**config.mk**
```make
export PLATFORM = sky130hd
export DESIGN_NAME = mantissa_nonrestoring_divider_flat
export DESIGN_NICKNAME = d
export VERILOG_FILES = /design/src/rtl/mantissa_nonrestoring_divider_if.sv /design/src/rtl/mantissa_nonrestoring_divider.sv /design/src/flat_wrapper.sv
export SDC_FILE = /design/constraint.sdc
export NUM_CORES = 1
export LEC_CHECK = 0
export ABC_AREA = 0
export CORE_MARGIN = 1.5
export CORE_UTILIZATION = 60
export DETAILED_ROUTE_END_ITERATION = 6
export GPL_ROUTABILITY_DRIVEN = 1
export PLACE_DENSITY = 0.87
export SLEW_MARGIN = 30
export SYNTH_ARGS = -nofsm -noshare
export SYNTH_HDL_FRONTEND = slang
export SYNTH_SLANG_ARGS = --single-unit
```
**constraint.sdc**
```tcl
create_clock -name clk -period 7.5 [get_ports clk]
set_input_delay 1.5 -clock clk [delete_from_list [all_inputs] [get_ports clk]]
set_output_delay 1.5 -clock clk [all_outputs]
set_load 0.01 [all_outputs]
```
**src/rtl/mantissa_nonrestoring_divider_if.sv**
```systemverilog
// Handshake bundle for the mantissa divider: operand request channel and result channel.
interface mantissa_nonrestoring_divider_if #(
   parameter int MAN_W = 11,
   parameter int QUO_W = MAN_W + 3
);
   logic             in_valid;
   logic             in_ready;
   logic [MAN_W-1:0] man_a;
   logic [MAN_W-1:0] man_b;
   logic             out_valid;
   logic             out_ready;
   logic [QUO_W-1:0] quotient;
   logic [MAN_W-1:0] remainder;
   logic             sticky;
   logic             div_by_zero;

   modport master (
      output in_valid, man_a, man_b, out_ready,
      input  in_ready, out_valid, quotient, remainder, sticky, div_by_zero
   );

   modport slave (
      input  in_valid, man_a, man_b, out_ready,
      output in_ready, out_valid, quotient, remainder, sticky, div_by_zero
   );
endinterface

```
**src/rtl/mantissa_nonrestoring_divider.sv**
```systemverilog
// Sequential non-restoring mantissa divider, one quotient bit per cycle, MSB first.
// Optional macro DIV_EARLY_TERM_EN: finish as soon as the partial remainder reaches zero.
module mantissa_nonrestoring_divider #(
   parameter int MAN_W = 11,
   parameter int QUO_W = MAN_W + 3
) (
   input logic                          clk,
   input logic                          rst,
   mantissa_nonrestoring_divider_if.slave bus
);
   localparam int P_W   = MAN_W + 2;
   localparam int CNT_W = $clog2(QUO_W);

   localparam logic [1:0] IDLE = 2'd0;
   localparam logic [1:0] RUN  = 2'd1;
   localparam logic [1:0] DONE = 2'd2;

   logic [1:0]              state;
   logic [CNT_W-1:0]        cnt;
   logic signed [P_W-1:0]   p;
   logic signed [P_W-1:0]   p_new;
   logic signed [P_W-1:0]   p_fix;
   logic signed [P_W-1:0]   b_ext;
   logic [MAN_W-1:0]        b_reg;
   logic [QUO_W-1:0]        q_work;
   logic [QUO_W-1:0]        q_new;
   logic                    first_step;
   logic                    done_now;

   logic [QUO_W-1:0]        quo_r;
   logic [MAN_W-1:0]        rem_r;
   logic                    sticky_r;
   logic                    dbz_r;

   // The first step subtracts the divisor from the unshifted dividend; later steps shift first.
   function automatic logic signed [P_W-1:0] nr_step(
      input logic signed [P_W-1:0] pr,
      input logic signed [P_W-1:0] bx,
      input logic                  first
   );
      logic signed [P_W-1:0] base;
      base = first ? pr : (pr <<< 1);
      return (first || !pr[P_W-1]) ? (base - bx) : (base + bx);
   endfunction

   assign b_ext      = signed'({2'b00, b_reg});
   assign first_step = (cnt == CNT_W'(QUO_W - 1));
   assign p_new      = nr_step(p, b_ext, first_step);
   assign p_fix      = p_new[P_W-1] ? (p_new + b_ext) : p_new;

   // Quotient bits land at their final weight, so untouched low bits are already zero.
   always_comb begin
      q_new      = q_work;
      q_new[cnt] = ~p_new[P_W-1];
   end

`ifdef DIV_EARLY_TERM_EN
   assign done_now = (cnt == '0) || (p_new == '0);
`else
   assign done_now = (cnt == '0);
`endif

   always_ff @(posedge clk or posedge rst) begin
      if (rst) begin
         state    <= IDLE;
         cnt      <= '0;
         quo_r    <= '0;
         rem_r    <= '0;
         sticky_r <= 1'b0;
         dbz_r    <= 1'b0;
      end else begin
         case (state)
            IDLE: begin
               if (bus.in_valid) begin
                  cnt <= CNT_W'(QUO_W - 1);
                  if (bus.man_b == '0) begin
                     state    <= DONE;
                     quo_r    <= '1;
                     rem_r    <= '0;
                     sticky_r <= 1'b0;
                     dbz_r    <= 1'b1;
                  end else begin
                     state <= RUN;
                  end
               end
            end
            RUN: begin
               cnt <= cnt - 1'b1;
               if (done_now) begin
                  state    <= DONE;
                  quo_r    <= q_new;
                  rem_r    <= p_fix[MAN_W-1:0];
                  sticky_r <= (p_fix != '0);
                  dbz_r    <= 1'b0;
               end
            end
            DONE: begin
               if (bus.out_ready) state <= IDLE;
            end
            default: state <= IDLE;
         endcase
      end
   end

   // Working datapath needs no reset: it is fully loaded on every accept.
   always_ff @(posedge clk) begin
      if (state == IDLE && bus.in_valid) begin
         p      <= signed'({2'b00, bus.man_a});
         b_reg  <= bus.man_b;
         q_work <= '0;
      end else if (state == RUN) begin
         p      <= p_new;
         q_work <= q_new;
      end
   end

   assign bus.in_ready    = (state == IDLE);
   assign bus.out_valid   = (state == DONE);
   assign bus.quotient    = quo_r;
   assign bus.remainder   = rem_r;
   assign bus.sticky      = sticky_r;
   assign bus.div_by_zero = dbz_r;
endmodule

```
**src/flat_wrapper.sv**
```systemverilog
// flat-port wrapper written by rule: the top's interface ports become plain ports
module mantissa_nonrestoring_divider_flat 
#(
   parameter int MAN_W = 11,
   parameter int QUO_W = MAN_W + 3
)
  (clk, rst, bus_in_valid, bus_man_a, bus_man_b, bus_out_ready, bus_in_ready, bus_out_valid, bus_quotient, bus_remainder, bus_sticky, bus_div_by_zero);
  mantissa_nonrestoring_divider_if #(.MAN_W(MAN_W), .QUO_W(QUO_W)) bus_i ();
  input logic clk;
  input logic rst;
  input wire logic [$bits(bus_i.in_valid)-1:0] bus_in_valid;
  input wire logic [$bits(bus_i.man_a)-1:0] bus_man_a;
  input wire logic [$bits(bus_i.man_b)-1:0] bus_man_b;
  input wire logic [$bits(bus_i.out_ready)-1:0] bus_out_ready;
  output wire logic [$bits(bus_i.in_ready)-1:0] bus_in_ready;
  output wire logic [$bits(bus_i.out_valid)-1:0] bus_out_valid;
  output wire logic [$bits(bus_i.quotient)-1:0] bus_quotient;
  output wire logic [$bits(bus_i.remainder)-1:0] bus_remainder;
  output wire logic [$bits(bus_i.sticky)-1:0] bus_sticky;
  output wire logic [$bits(bus_i.div_by_zero)-1:0] bus_div_by_zero;
  assign bus_i.in_valid = bus_in_valid;
  assign bus_i.man_a = bus_man_a;
  assign bus_i.man_b = bus_man_b;
  assign bus_i.out_ready = bus_out_ready;
  assign bus_in_ready = bus_i.in_ready;
  assign bus_out_valid = bus_i.out_valid;
  assign bus_quotient = bus_i.quotient;
  assign bus_remainder = bus_i.remainder;
  assign bus_sticky = bus_i.sticky;
  assign bus_div_by_zero = bus_i.div_by_zero;
  mantissa_nonrestoring_divider #(.MAN_W(MAN_W), .QUO_W(QUO_W)) u_core (.clk(clk), .rst(rst), .bus(bus_i));
endmodule
```
==> metrics.md <==
| Metric | Value |
|---|---|
| Final Critical Period | `around 5.6 ns` |
| Die boundary width | `90.2 um` |
| Number of cells on the worst hold path | `2` |
| Vias in the first global route | `4048` |
| Post-Synthesis Cell Area | `4560 sq um` |
| Share of layout cells above drive strength 1 | `0.0721` |
| Number of buffers added on ports | `54` |
| Overall Global Routing Usage | `0.312` |
| Crit path capture type | `register` |
| Worst path arrival time | `about 5.8 ns` |
| Kind of critical path | `register to register` |
| Met1 track utilization from global routing | `0.383` |
| Number of buffers inserted for hold repair after clock tree synthesis | `0` |
| Clock tree from TritonCTS | `yes` |
| Max-cap violations | `0` |
| Synth cell types | `just under 70` |
| Number of synthesis warnings | `0` |
| Async SR Flop Fraction | `0.471` |
| Setup repair bufs after CTS | `0` |
| Sum of negative setup slack | `0 ns` |
| # rows | `31` |
| Signed area change from the synthesized netlist to the final layout | `18.1%` |
| Critical R2R Launch | `u_core.cnt[1]$_DFFE_PP0P_` |
| Gp weighted congestion | `between 0.9 and 1` |
| Number of remaining DRC errors | `0` |
| Max Slew Vio Count | `0` |
| Iter 0 DRT Violations | `approximately 230` |
| Sort of element at the start of the critical path | `register` |
| Clock latency on the worst-skew pair | `roughly 0.36 ns` |
| R2R Path End | `u_core.bus.sticky$_DFFE_PP0P_` |
| Endpoints failing setup | `0` |
| Antenna violations before repair | `0` |
| Routed vias | `about 4.1k` |
| H-tree depth | `3` |
| Commonest non-fill, non-tap cells in the layout | `88 x sky130_fd_sc_hd__nand2_1, 54 x sky130_fd_sc_hd__clkdlybuf4s50_1, 42 x sky130_fd_sc_hd__nor2_1` |
| Fin Clk Skew | `approximately 0.015 ns` |
| Run status | `complete, no violations` |
| Die Outline Area | `8140 sq um` |
| Avg Vias per Cell | `slightly above 6` |
| TritonCTS buffer count | `9` |
| Maximum number of pins on one net before global-route repair | `34` |
| Number of storage elements in the synthesis netlist | `70` |
| Number of clock sinks | `70` |
| Final HPWL from detailed placement | `8780 um` |
| Effective utilization at floorplan | `0.626` |
| Clock-pin slew of the registers on the worst-case setup and hold paths | `roughly 0.09 ns` |
| Slew at the pin closest to its max-slew limit | `0.806 ns` |
| Worst slew margin | `0.463` |
| Met2 Resource Use GR | `0.535` |
| # nets final | `621` |
| Global-route wire length before repair | `20100 um` |
| Avg Synthesized Cell Area | `8.81 sq um` |
| Origin of the worst min-delay path | `u_core.q_work[13]$_SDFFE_PP0P_` |
| Busiest layer in global routing | `met2` |
| Floorplan Core Area | `between 7000 and 8000 sq um` |
| Met3 demand-to-capacity share in global routing | `0.0728` |
| Largest register FFs | `14` |
| EDFF count, synth | `22` |
| Top flip-flop cell by instance count after synthesis | `sky130_fd_sc_hd__dfrtp_1` |
| Die boundary height | `90.2 um` |
| Grt ovf | `0` |
| DRT antenna net count | `0` |
| Wire per inst | `roughly 18 um` |
| Reg-to-reg setup timing slack | `1.92 ns` |
| Most common cell after layout, fill and taps aside | `sky130_fd_sc_hd__nand2_1` |
| Resized Gates After CTS | `0` |
| Cell chosen for the clock root | `sky130_fd_sc_hd__clkbuf_8` |
| Antenna diode instance count | `0` |
| DR pass1 iterations | `5` |
| Critical path required time | `7.75 ns` |
| Synthesized Nets | `between 500 and 600` |
| Maximum clock frequency | `~180 MHz` |
| Number of placed I/O pins | `55` |
| Clock Path Buffers | `2` |
| Path class of the lowest-slack min-delay path | `register to register` |
| Worst Path Max Fanout | `17` |
| DRT Wirelength | `between 10000 and 15000 um` |
| Final number of hold-violating endpoints | `0` |
| Worst reg-to-reg path cell count | `21` |
| Sequential element share of the synthesized area | `0.392` |
| RSZ-0062 raised after global routing | `false` |
| Fin crit share | `0.744` |
| Synth Instances | `approximately 520` |
| Hold path endpoint | `u_core.bus.quotient[13]$_DFFE_PP0P_` |
[critical path: stages, from the launching register on]
cell                        delay, ns
sky130_fd_sc_hd__dfrtp_1         0.44
sky130_fd_sc_hd__inv_1           0.13
sky130_fd_sc_hd__ha_1            0.28
sky130_fd_sc_hd__nand3_2         0.35
sky130_fd_sc_hd__and2_1          0.42
sky130_fd_sc_hd__nor2_1          0.15
sky130_fd_sc_hd__a21oi_1         0.09
sky130_fd_sc_hd__fa_1            0.46
sky130_fd_sc_hd__a21o_1          0.19
sky130_fd_sc_hd__a31o_2          0.25
sky130_fd_sc_hd__o22ai_1         0.22
sky130_fd_sc_hd__o21bai_1        0.10
sky130_fd_sc_hd__a21o_1          0.19
sky130_fd_sc_hd__xnor2_1         0.29
sky130_fd_sc_hd__inv_1           0.10
sky130_fd_sc_hd__ha_1            0.42
sky130_fd_sc_hd__nor2b_1         0.08
sky130_fd_sc_hd__a2111oi_0       0.50
sky130_fd_sc_hd__nand3_1         0.18
sky130_fd_sc_hd__a211oi_1        0.23
sky130_fd_sc_hd__a311oi_1        0.09
sky130_fd_sc_hd__a2111o_1        0.30
[per-layer routing]
layer,vias up,share of wire
met5,-,0
met4,0,0.028
met3,32,0.060
met2,167,0.50
met1,1935,0.41
li1,1952,-
[through the flow]
step | utilization | area, sq um | setup slack [ns] | hold WS, ns | cells
3_5_place_dp | 0.708 | 5160 | 2.09 | 0.470 | 652
2_1_floorplan | - | 4560 | 2.86 | 0.440 | 518
6_report | 0.739 | 5390 | 1.92 | 0.474 | 668
4_1_cts | 0.737 | 5380 | 2.04 | 0.479 | 668
3_3_place_gp | 0.708 | 5160 | 2.23 | 0.462 | 652
5_1_grt | 0.739 | 5390 | 1.56 | 0.510 | 668
[worst max-delay path by stage]
| stage | start | endpoint | slack (ns) | depth (start not counted) |
|---|---|---|---|---|
| 6_report | u_core.cnt[1]$_DFFE_PP0P_ | u_core.bus.sticky$_DFFE_PP0P_ | 1.92 | 21 |
| 2_1_floorplan | u_core.cnt[1]$_DFFE_PP0P_ | u_core.bus.sticky$_DFFE_PP0P_ | 2.86 | 22 |
| 5_1_grt | u_core.cnt[1]$_DFFE_PP0P_ | u_core.bus.sticky$_DFFE_PP0P_ | 1.56 | 21 |
| 3_5_place_dp | u_core.cnt[1]$_DFFE_PP0P_ | u_core.bus.sticky$_DFFE_PP0P_ | 2.09 | 19 |
| 4_1_cts | u_core.cnt[1]$_DFFE_PP0P_ | u_core.bus.sticky$_DFFE_PP0P_ | 2.04 | 21 |
| 3_3_place_gp | u_core.cnt[1]$_DFFE_PP0P_ | u_core.bus.sticky$_DFFE_PP0P_ | 2.23 | 19 |
[area by class of cell]
| class | count | area, sq um |
|---|---|---|
| clock inverter | 4 | 33.8 |
| tap | 99 | 124 |
| sequential | 70 | 1790 |
| multi-input combinational | 410 | 2640 |
| clock buffer | 12 | 178 |
| inverter | 14 | 52.6 |
| timing repair buffer | 59 | 578 |
| fill | 561 | 1900 |
[Yosys cell counts (all sizes together) (3+ instances only)]
library cell	n	area, sq um
o21a	4	30.0
and3	3	18.8
edfxtp	22	661
nor2	42	158
a31o	3	26.3
mux2	6	67.6
nor4	3	18.8
o31ai	3	22.5
a31oi	8	50.1
a21boi	4	30.0
nand3	26	135
o211a	5	50.1
nand2b	5	31.3
o21ai	34	170
mux2i	12	120
dfxtp	15	300
inv	14	52.6
xnor2	13	114
buf	6	38.8
nor3	12	65.1
xor2	11	96.3
nand2	88	330
a21oi	32	164
clkbuf	18	67.6
or3	4	25.0
dfrtp	33	826
a211oi	5	42.5
nor2b	7	43.8
ha	29	363
or2	3	18.8
a21o	9	67.6
nand4	3	18.8
[kinds of logic (layout without fill, tap and decap cells)]
group                    count (synthesis)  count (layout)  share of synthesized area
AO/OA/AOI/OAI                          128             128                      0.185
XOR/XNOR                                24              24                     0.0461
adder cells (fa/ha/maj)                 31              31                     0.0883
buffers and inverters                   38              89                     0.0348
flip-flops                              70              70                      0.392
multiplexers                            18              18                     0.0411
AND/OR/NAND/NOR                        209             209                      0.213
Power is left out: the tool's default activity adds up to more than one toggle a clock period on the data nets, which glitch-free logic cannot reach.
